## config.mk

```make
export PLATFORM = sky130hd
export DESIGN_NAME = wave_trigger_sequencer
export DESIGN_NICKNAME = d
export VERILOG_FILES = /design/src/rtl/wave_seq_pkg.sv /design/src/rtl/wave_seq_channel.sv /design/src/rtl/wave_trigger_sequencer.sv
export SDC_FILE = /design/constraint.sdc
export NUM_CORES = 1
export LEC_CHECK = 0
export CORE_MARGIN = 8
export CORE_UTILIZATION = 35
export CTS_CLUSTER_DIAMETER = 120
export DETAILED_ROUTE_END_ITERATION = 10
export GPL_ROUTABILITY_DRIVEN = 0
export GPL_TIMING_DRIVEN = 0
export HOLD_SLACK_MARGIN = 0.06
export SLEW_MARGIN = 40
export SYNTH_ARGS = -nofsm -noshare
export SYNTH_HDL_FRONTEND = slang
export SYNTH_SLANG_ARGS = --single-unit
export TNS_END_PERCENT = 100
```

## constraint.sdc

```tcl
create_clock -name clk -period 3.77 [get_ports clk]
set_clock_uncertainty 0.15 [all_clocks]
set_input_delay 0.5655 -clock clk [delete_from_list [all_inputs] [get_ports clk]]
set_output_delay 0.5655 -clock clk [all_outputs]
set_load 0.03 [all_outputs]
```

## src/rtl/wave_seq_pkg.sv

```systemverilog
// Shared types for the two-channel waveform trigger sequencer: channel
// state encoding (exported on state_x) and trigger-source selector.
package wave_seq_pkg;

    localparam int STATE_W = 3;

    typedef enum logic [STATE_W-1:0] {
        ST_IDLE    = 3'd0,
        ST_ARMED   = 3'd1,
        ST_HOLDOFF = 3'd2,
        ST_RUN     = 3'd3,
        ST_DONE    = 3'd4
    } wave_state_e;

    typedef enum logic [1:0] {
        SRC_IMM   = 2'd0,
        SRC_SW    = 2'd1,
        SRC_EXT   = 2'd2,
        SRC_CROSS = 2'd3
    } trig_src_e;

    function automatic logic state_is_busy(input wave_state_e st);
        return st != ST_IDLE;
    endfunction

endpackage

```

## src/rtl/wave_seq_channel.sv

```systemverilog
// One sequencer channel: IDLE -> ARMED -> (HOLDOFF) -> RUN -> DONE, counting
// sample_ticks in HOLDOFF and RUN. All outputs except busy are registered.
module wave_seq_channel
    import wave_seq_pkg::*;
#(
    parameter int RUN_LEN_W = 32,
    parameter int HOLDOFF_W = 16
) (
    input  logic                 clk,
    input  logic                 rst_n,
    input  logic                 sample_tick,
    input  logic                 ext_edge,
    input  logic                 cross_trig,
    input  logic                 arm,
    input  logic                 abort,
    input  logic                 sw_trig,
    input  logic [1:0]           trig_src,
    input  logic                 auto_rearm,
    input  logic [HOLDOFF_W-1:0] holdoff,
    input  logic [RUN_LEN_W-1:0] run_len,
    output logic                 gen_en,
    output logic                 gen_rst,
    output logic                 busy,
    output logic                 done,
    output logic [STATE_W-1:0]   state
);

    wave_state_e          st_q;
    trig_src_e            src;
    logic                 first_armed;
    logic                 trig_hit;
    logic [HOLDOFF_W-1:0] ho_sh;
    logic [HOLDOFF_W-1:0] ho_cnt;
    logic [HOLDOFF_W-1:0] ho_last;
    logic [RUN_LEN_W-1:0] rl_sh;
    logic [RUN_LEN_W-1:0] run_cnt;
    logic [RUN_LEN_W-1:0] run_last;

    assign src   = trig_src_e'(trig_src);
    assign state = st_q;
    assign busy  = state_is_busy(st_q);

    // Last-tick compares: shadows are nonzero whenever these are used, so
    // the subtraction never underflows and counters never pass the limit.
    assign ho_last  = ho_sh - HOLDOFF_W'(1);
    assign run_last = rl_sh - RUN_LEN_W'(1);

    always_comb begin
        trig_hit = 1'b0;
        case (src)
            SRC_IMM:   trig_hit = first_armed;
            SRC_SW:    trig_hit = sw_trig;
            SRC_EXT:   trig_hit = ext_edge;
            SRC_CROSS: trig_hit = cross_trig;
            default:   trig_hit = 1'b0;
        endcase
    end

    // Trigger source only selects acceptance; after acceptance only the
    // holdoff and run-length shadows steer the channel.
    always_ff @(posedge clk or negedge rst_n) begin
        if (!rst_n) begin
            st_q        <= ST_IDLE;
            first_armed <= 1'b0;
            ho_sh       <= '0;
            ho_cnt      <= '0;
            rl_sh       <= '0;
            run_cnt     <= '0;
            gen_en      <= 1'b0;
            gen_rst     <= 1'b0;
            done        <= 1'b0;
        end else begin
            gen_rst     <= 1'b0;
            done        <= 1'b0;
            first_armed <= 1'b0;
            if (abort) begin
                st_q    <= ST_IDLE;
                ho_cnt  <= '0;
                run_cnt <= '0;
                gen_en  <= 1'b0;
                gen_rst <= 1'b1;
            end else begin
                case (st_q)
                    ST_IDLE: begin
                        if (arm) begin
                            st_q        <= ST_ARMED;
                            first_armed <= 1'b1;
                        end
                    end
                    ST_ARMED: begin
                        if (trig_hit) begin
                            gen_rst <= 1'b1;
                            ho_sh   <= holdoff;
                            rl_sh   <= run_len;
                            ho_cnt  <= '0;
                            run_cnt <= '0;
                            if (holdoff == '0) begin
                                st_q   <= ST_RUN;
                                gen_en <= 1'b1;
                            end else begin
                                st_q <= ST_HOLDOFF;
                            end
                        end
                    end
                    ST_HOLDOFF: begin
                        if (sample_tick) begin
                            if (ho_cnt == ho_last) begin
                                st_q   <= ST_RUN;
                                gen_en <= 1'b1;
                                ho_cnt <= '0;
                            end else begin
                                ho_cnt <= ho_cnt + HOLDOFF_W'(1);
                            end
                        end
                    end
                    ST_RUN: begin
                        // run length zero means continuous until abort
                        if (sample_tick && (rl_sh != '0)) begin
                            if (run_cnt == run_last) begin
                                st_q    <= ST_DONE;
                                gen_en  <= 1'b0;
                                done    <= 1'b1;
                                run_cnt <= '0;
                            end else begin
                                run_cnt <= run_cnt + RUN_LEN_W'(1);
                            end
                        end
                    end
                    ST_DONE: begin
                        if (auto_rearm) begin
                            st_q        <= ST_ARMED;
                            first_armed <= 1'b1;
                        end else begin
                            st_q <= ST_IDLE;
                        end
                    end
                    default: begin
                        st_q   <= ST_IDLE;
                        gen_en <= 1'b0;
                    end
                endcase
            end
        end
    end

endmodule

```

## src/rtl/wave_trigger_sequencer.sv

```systemverilog
// Two-channel waveform trigger sequencer: ext_trig synchronizer/edge detect
// shared by both channels. Define WAVE_SEQ_CROSS_TRIG_EN for done-to-trigger cross wiring.
module wave_trigger_sequencer
    import wave_seq_pkg::*;
#(
    parameter int RUN_LEN_W = 32,
    parameter int HOLDOFF_W = 16
) (
    input  logic                 clk,
    input  logic                 rst_n,
    input  logic                 sample_tick,
    input  logic                 ext_trig,
    input  logic                 arm_a,
    input  logic                 abort_a,
    input  logic                 sw_trig_a,
    input  logic [1:0]           trig_src_a,
    input  logic                 auto_rearm_a,
    input  logic [HOLDOFF_W-1:0] holdoff_a,
    input  logic [RUN_LEN_W-1:0] run_len_a,
    input  logic                 arm_b,
    input  logic                 abort_b,
    input  logic                 sw_trig_b,
    input  logic [1:0]           trig_src_b,
    input  logic                 auto_rearm_b,
    input  logic [HOLDOFF_W-1:0] holdoff_b,
    input  logic [RUN_LEN_W-1:0] run_len_b,
    output logic                 gen_en_a,
    output logic                 gen_rst_a,
    output logic                 busy_a,
    output logic                 done_a,
    output logic [2:0]           state_a,
    output logic                 gen_en_b,
    output logic                 gen_rst_b,
    output logic                 busy_b,
    output logic                 done_b,
    output logic [2:0]           state_b
);

    logic [2:0] ext_sync;
    logic       ext_edge;
    logic       cross_a;
    logic       cross_b;

    // Two synchronizer flops plus one history flop; the edge is seen two
    // clocks after ext_trig is captured and accepted on the third edge.
    always_ff @(posedge clk or negedge rst_n) begin
        if (!rst_n) begin
            ext_sync <= '0;
        end else begin
            ext_sync <= {ext_sync[1:0], ext_trig};
        end
    end

    assign ext_edge = ext_sync[1] & ~ext_sync[2];

`ifdef WAVE_SEQ_CROSS_TRIG_EN
    assign cross_a = done_b;
    assign cross_b = done_a;
`else
    // Without cross wiring, source 3 falls back to the software trigger.
    assign cross_a = sw_trig_a;
    assign cross_b = sw_trig_b;
`endif

    wave_seq_channel #(
        .RUN_LEN_W (RUN_LEN_W),
        .HOLDOFF_W (HOLDOFF_W)
    ) u_chan_a (
        .clk         (clk),
        .rst_n       (rst_n),
        .sample_tick (sample_tick),
        .ext_edge    (ext_edge),
        .cross_trig  (cross_a),
        .arm         (arm_a),
        .abort       (abort_a),
        .sw_trig     (sw_trig_a),
        .trig_src    (trig_src_a),
        .auto_rearm  (auto_rearm_a),
        .holdoff     (holdoff_a),
        .run_len     (run_len_a),
        .gen_en      (gen_en_a),
        .gen_rst     (gen_rst_a),
        .busy        (busy_a),
        .done        (done_a),
        .state       (state_a)
    );

    wave_seq_channel #(
        .RUN_LEN_W (RUN_LEN_W),
        .HOLDOFF_W (HOLDOFF_W)
    ) u_chan_b (
        .clk         (clk),
        .rst_n       (rst_n),
        .sample_tick (sample_tick),
        .ext_edge    (ext_edge),
        .cross_trig  (cross_b),
        .arm         (arm_b),
        .abort       (abort_b),
        .sw_trig     (sw_trig_b),
        .trig_src    (trig_src_b),
        .auto_rearm  (auto_rearm_b),
        .holdoff     (holdoff_b),
        .run_len     (run_len_b),
        .gen_en      (gen_en_b),
        .gen_rst     (gen_rst_b),
        .busy        (busy_b),
        .done        (done_b),
        .state       (state_b)
    );

endmodule

```

After elaboration in Yosys (flattened, before gate mapping)
Cells that the tools add are included.

cells by class
  $add $sub $neg = 8
  eq/ne operators = 34
  muxes and demuxes = 80
  bitwise logic cells = 4
  reductions and logical operators = 30

operators by type and width
  operator                                               number
  two-way mux 32 bit                                     8
  two-way mux 16 bit                                     8
  one-hot mux 32 bit (2 select lines)                    2
  adder 32 x 1 -> 32 bit, second input constant          2
  equality test 32 bit                                   2
  one-hot mux 16 bit (2 select lines)                    2
  nonzero test 32 bit                                    2
  subtractor 32 x 1 -> 32 bit, second input constant     2
  two-way mux 3 bit                                      14
  two-way mux 1 bit                                      38
  adder 16 x 1 -> 16 bit, second input constant          2
  equality test 16 bit                                   2
  zero test 16 bit                                       2
  subtractor 16 x 1 -> 16 bit, second input constant     2
  inequality test 3 x 2 -> 1 bit, second input constant  10
  one-hot mux 3 bit (5 select lines)                     2
  AND reduction 3 bit                                    6
  nonzero test 3 bit                                     6
  AND reduction 7 bit                                    2
  equality test 3 x 2 -> 1 bit, second input constant    4
  inequality test 3 bit, second input constant           4
  AND reduction 6 bit                                    2
  equality test 2 bit, second input constant             4
  one-hot mux 1 bit (4 select lines)                     2
  12 further kinds                                       26

word-level totals
  flip-flop bits (word level) = 209
  input port bits = 112
  output and inout port bits = 14
  logic and storage cells = 175

Longest topological paths before layout
  depth in word-level cells = 6
  depth in mapped cells = 14
  gate-level depth less buffers = 11

Cells and area by module
A second synthesis with hierarchy kept.

unflattened totals
  cells, all modules = 1352
  area total of the unflattened synthesis = 13157.6 µm²

modules (own cells, without submodules)
  module                        times used  cells an instance  area each (µm²)  sequential area each (µm²)
  wave_seq_channel at u_chan_a  1           697                6617.6           2577.5
  wave_seq_channel at u_chan_b  1           651                6451.2           2577.5
  wave_trigger_sequencer        1           4                  88.8             75.1

Worst setup path before layout
OpenSTA, ideal clock, no wires.

  kind = reg-to-reg
  from = register u_chan_a.rl_sh[0]
  to = register u_chan_a.run_cnt[21]
  library setup time = 0.124 ns
  arrival = 3.201 ns
  required time = 3.496 ns
  slack = 0.295 ns
  stages on the path, launching flop included = 14
  buffers on the path = 2
  period minus slack after synthesis = 3.475 ns
  cells stage by stage = dfrtp_1 -> inv_1 -> ha_1 -> or3b_2 -> or2_1 -> buf_6 -> or4_4 -> and3b_1 -> a211oi_2 -> nand4_2 -> o21ai_4 -> buf_4 -> nor2_1 -> a211o_1

on the way
  word-level cells in the longest chain between the ends = 6
  elaborated cells between the ends (all ways) = 10
  those cells by class = add/sub (1); eq/ne (2); mux (4); reduce/logical (3)

ends and longest elaborated chain
  what                                 RTL line                 text
  from (decl)                          wave_seq_channel.sv:35   logic [RUN_LEN_W-1:0] rl_sh;
  from (signal assigned)               wave_seq_channel.sv:94   rl_sh <= run_len;
  subtractor 32 x 1 -> 32 bit          wave_seq_channel.sv:46   assign run_last = rl_sh - RUN_LEN_W'(1);
  equality test 32 bit                 wave_seq_channel.sv:119  if (run_cnt == run_last) begin
  two-way mux 32 bit                   wave_seq_channel.sv:119
  two-way mux 32 bit                   wave_seq_channel.sv:118  if (sample_tick && (rl_sh != '0)) begin
  one-hot mux 32 bit (2 select lines)  wave_seq_channel.sv:83   case (st_q)
  two-way mux 32 bit                   wave_seq_channel.sv:76   if (abort) begin
  to (signal assigned)                 wave_seq_channel.sv:125  run_cnt <= run_cnt + RUN_LEN_W'(1);
  to (decl)                            wave_seq_channel.sv:36   logic [RUN_LEN_W-1:0] run_cnt;

Parallel ways exist; a longest one is shown, timed or not. The select of a mux whose other input is x is not followed.
A chain may end at the register's enable or synchronous reset.

Worst setup path after layout
  from = register u_chan_a.rl_sh[3]
  to = register u_chan_a.run_cnt[7]

Same word-level chain as after synthesis.

==> qor.yml <==
routed_wl_um: 34400
hp-start: "ext_sync[0]"
die-area_um2: 42800
synth_cell_type_count: 87
p_leak_nw: 6.28
top_usage_layer: "met2"
r2r_end: "u_chan_a.run_cnt[7]"
drt_iter0_markers: 557
antenna_left: 0
final_area_um2: 16000
finalCriticalPeriod_ns: 3.65
clkLatencyLatePin_ns: 0.55
fp.coreArea_um2: 36300
fmax_ghz: 0.274
finalMaxSlewViolations: 0
ios: 126
synthArstFlopShare_pct: 100
startpoint: "u_chan_a.rl_sh[3]"
hold_viol: 0
die_w_um: 207
final_common_cell: "dfrtp_1"
synthCells: 1336
firstDrtPassIters: 5
drc: 0
drv_cap: 0
whs_endpoint: "ext_sync[1]"
portBuffers: 123
end_kind: "register"
dominantRegCellSynth: "dfrtp_1"
arrival_ns: 3.93
vias: 10600
r2r_slack_ns: 0.12
grt_util_met3_pct: 2.45
dpl-instance-area_um2: 14700
syn_to_final_growth_pct: 25.7
timing.setup.tns_ns: 0
cts_buffers: 27
critPathLaunchType: "register"
ys_ff_latch: 209
met1_usage_pct: 20.9
grt_use_met2_pct: 27.0
synth_nets: 1456
hold_class: "reg2reg"
post-route-util_pct: 44.2
seq_area_frac_synth_pct: 41.0
setup_viol: 0
place_hpwl_um: 25800
whs_path_depth: 0
die_height_um: 207
clk_pin_slew_ns: 0.06
required_ns: 4.05
antenna_found_initial: 1
initial_core_util_pct: 35.2
cts_tree: "built"
r2r.worst_path.cells: 11
worstPathMaxFanout: 7
num-nets-final: 1626
grt_pass1_wl_um: 56000
wl_per_cell_um: 17.2
grt_use_total_pct: 15.9
overflow: 0
clockBufferDepth: 3
power_mw: 10.2
row_count: 70
drive_gt1_share_pct: 14.9
synth.avg_cell_area_um2: 9.55
syn_area_um2: 12800
layout_common_cells: "206 x dfrtp_1, 146 x nor2_1, 122 x clkdlybuf4s50_1"
criticalPathCategory: "reg2reg"
yosys_warnings: 0
root_buffer: "clkbuf_16"
clkSinkCount: 209
grt_max_degree: 74
outcome: "finished, final reports clean"
routed_via_density: 5.32
reg2reg_from: "u_chan_a.rl_sh[3]"
slew_headroom_pct: 44.9
powerDensity_nw_per_um2: 636
grt_pass1_vias: 10500
peakVddDrop_mv: 0.347
fin_crit_sh_pct: 96.9
tightest_slew_ns: 0.822
cts_htree_levels: 1
synth_edf_count: 0
## synth_stat cells (all sizes together), types with 4 or more instances
cell type,number,share of area (%)
or4,12,0.76
o21ai,48,2.0
o2bb2ai,5,0.34
a41oi,4,0.27
xor2,85,5.8
and2,11,0.54
inv,36,1.1
xnor2,108,7.4
a21boi,4,0.24
buf,18,0.75
nor3,50,2.0
nand4b,4,0.27
nand4,29,1.5
and3,22,1.1
nand3,57,2.2
and4,6,0.41
nand2,87,2.6
nor3b,5,0.37
o31ai,9,0.57
a21o,4,0.24
a21oi,24,0.97
nor4,42,2.2
mux2i,5,0.39
nand2b,23,1.1
nand3b,12,0.71
nor2,147,4.3
or3,13,0.68
o22ai,5,0.25
dfrtp,209,41
nor2b,18,0.88
a31oi,16,0.78
mux2,103,9.1
nor4b,8,0.55
or2,7,0.34
clkbuf,27,0.79
ha,8,0.78
a2111oi,5,0.49
a22o,7,0.48
## metal layers
layer | vias up | wire (µm)
met5 | - | 0
met4 | 0 | 875
met3 | 53 | 1670
met2 | 229 | 16500
met1 | 5188 | 15300
li1 | 5142 | -
## how the worst max path moves through the flow
| stage | end | slack, ns | depth (start not counted) |
|---|---|---|---|
| 6_report | u_chan_a.run_cnt[7] | 0.12 | 11 |
| 3_5_place_dp | u_chan_b.ho_cnt[11] | -0.38 | 12 |
| 4_1_cts | u_chan_a.ho_cnt[0] | 0.0003 | 9 |
| 2_1_floorplan | u_chan_a.run_cnt[21] | 0.29 | 13 |
| 5_1_grt | u_chan_b.ho_cnt[11] | -0.03 | 12 |
| 3_3_place_gp | u_chan_b.run_cnt[21] | -7.25 | 1 |
## what timing repair did
item | in CTS | in global routing
hold buffers | 1 | 0
setup buffers | 8 | 6
cloned | 0 | 1
endpoints found under the setup margin | 70 | 94
hold endpoints to repair | 136 | 0
resized for setup | 15 | 26
pin swaps | 2 | 6
## kinds of logic (layout without fill, tap and decap cells)
family                   count (synthesis)  after routing  synth area share (%)
XOR/XNOR                               193            193                  13.2
AND/OR/NAND/NOR                        564            564                  23.4
flip-flops                             209            209                  41.0
other                                    0              1                     0
adder cells (fa/ha/maj)                  8              8                 0.784
AO/OA/AOI/OAI                          173            173                  9.52
buffers and inverters                   81            271                  2.60
multiplexers                           108            108                  9.48
## flip-flops by register name, summed over array words and instances, names as in the netlist, 3 cells and up
name	flops
ext_sync	3
u_chan_a.ho_cnt	16
u_chan_b.state	3
u_chan_a.run_cnt	32
u_chan_b.ho_sh	16
u_chan_b.rl_sh	32
u_chan_a.state	3
u_chan_b.run_cnt	32
u_chan_b.ho_cnt	16
u_chan_a.rl_sh	32
u_chan_a.ho_sh	16
## cell type report
cell class / count / area, µm²
flip-flops and latches: 209 / 5230
multi-input cells: 1046 / 7410
fillers: 3471 / 20200
plain buffers: 44 / 200
inverters: 36 / 135
clock inverters: 16 / 273
clock buffers: 33 / 738
well taps: 468 / 586
repair buffers: 142 / 1460
diodes: 1 / 2.50
## per-stage QoR
stage | cells | hold slack (ns) | worst slack, ns
CTS | 1988 | 0.242 | 0.000277
global placement | 1927 | 0.250 | -7.25
finish | 1995 | 0.243 | 0.117
detailed placement | 1930 | 0.265 | -0.383
floorplan | 1336 | 0.120 | 0.295
global route | 1995 | 0.262 | -0.0314
## critical path: stages (launching register included)
cell and delay [ns]:
dfrtp_1 0.49, or4_4 0.58, or2_1 0.26, buf_6 0.14, or4_4 0.52, xor2_1 0.16, a211oi_2 0.26, nand4_2 0.19
o21ai_4 0.28, buf_4 0.17, nor2_1 0.09, a22o_1 0.25
## power by group
group	internal [mW]	switching, mW	leakage, nW
combinational	1.82	1.81	3.08
sequential	2.80	0.881	2.71
clock	1.87	1.02	0.495
total	6.49	3.71	6.28
Note: power is estimated with default switching activity, not from simulation.
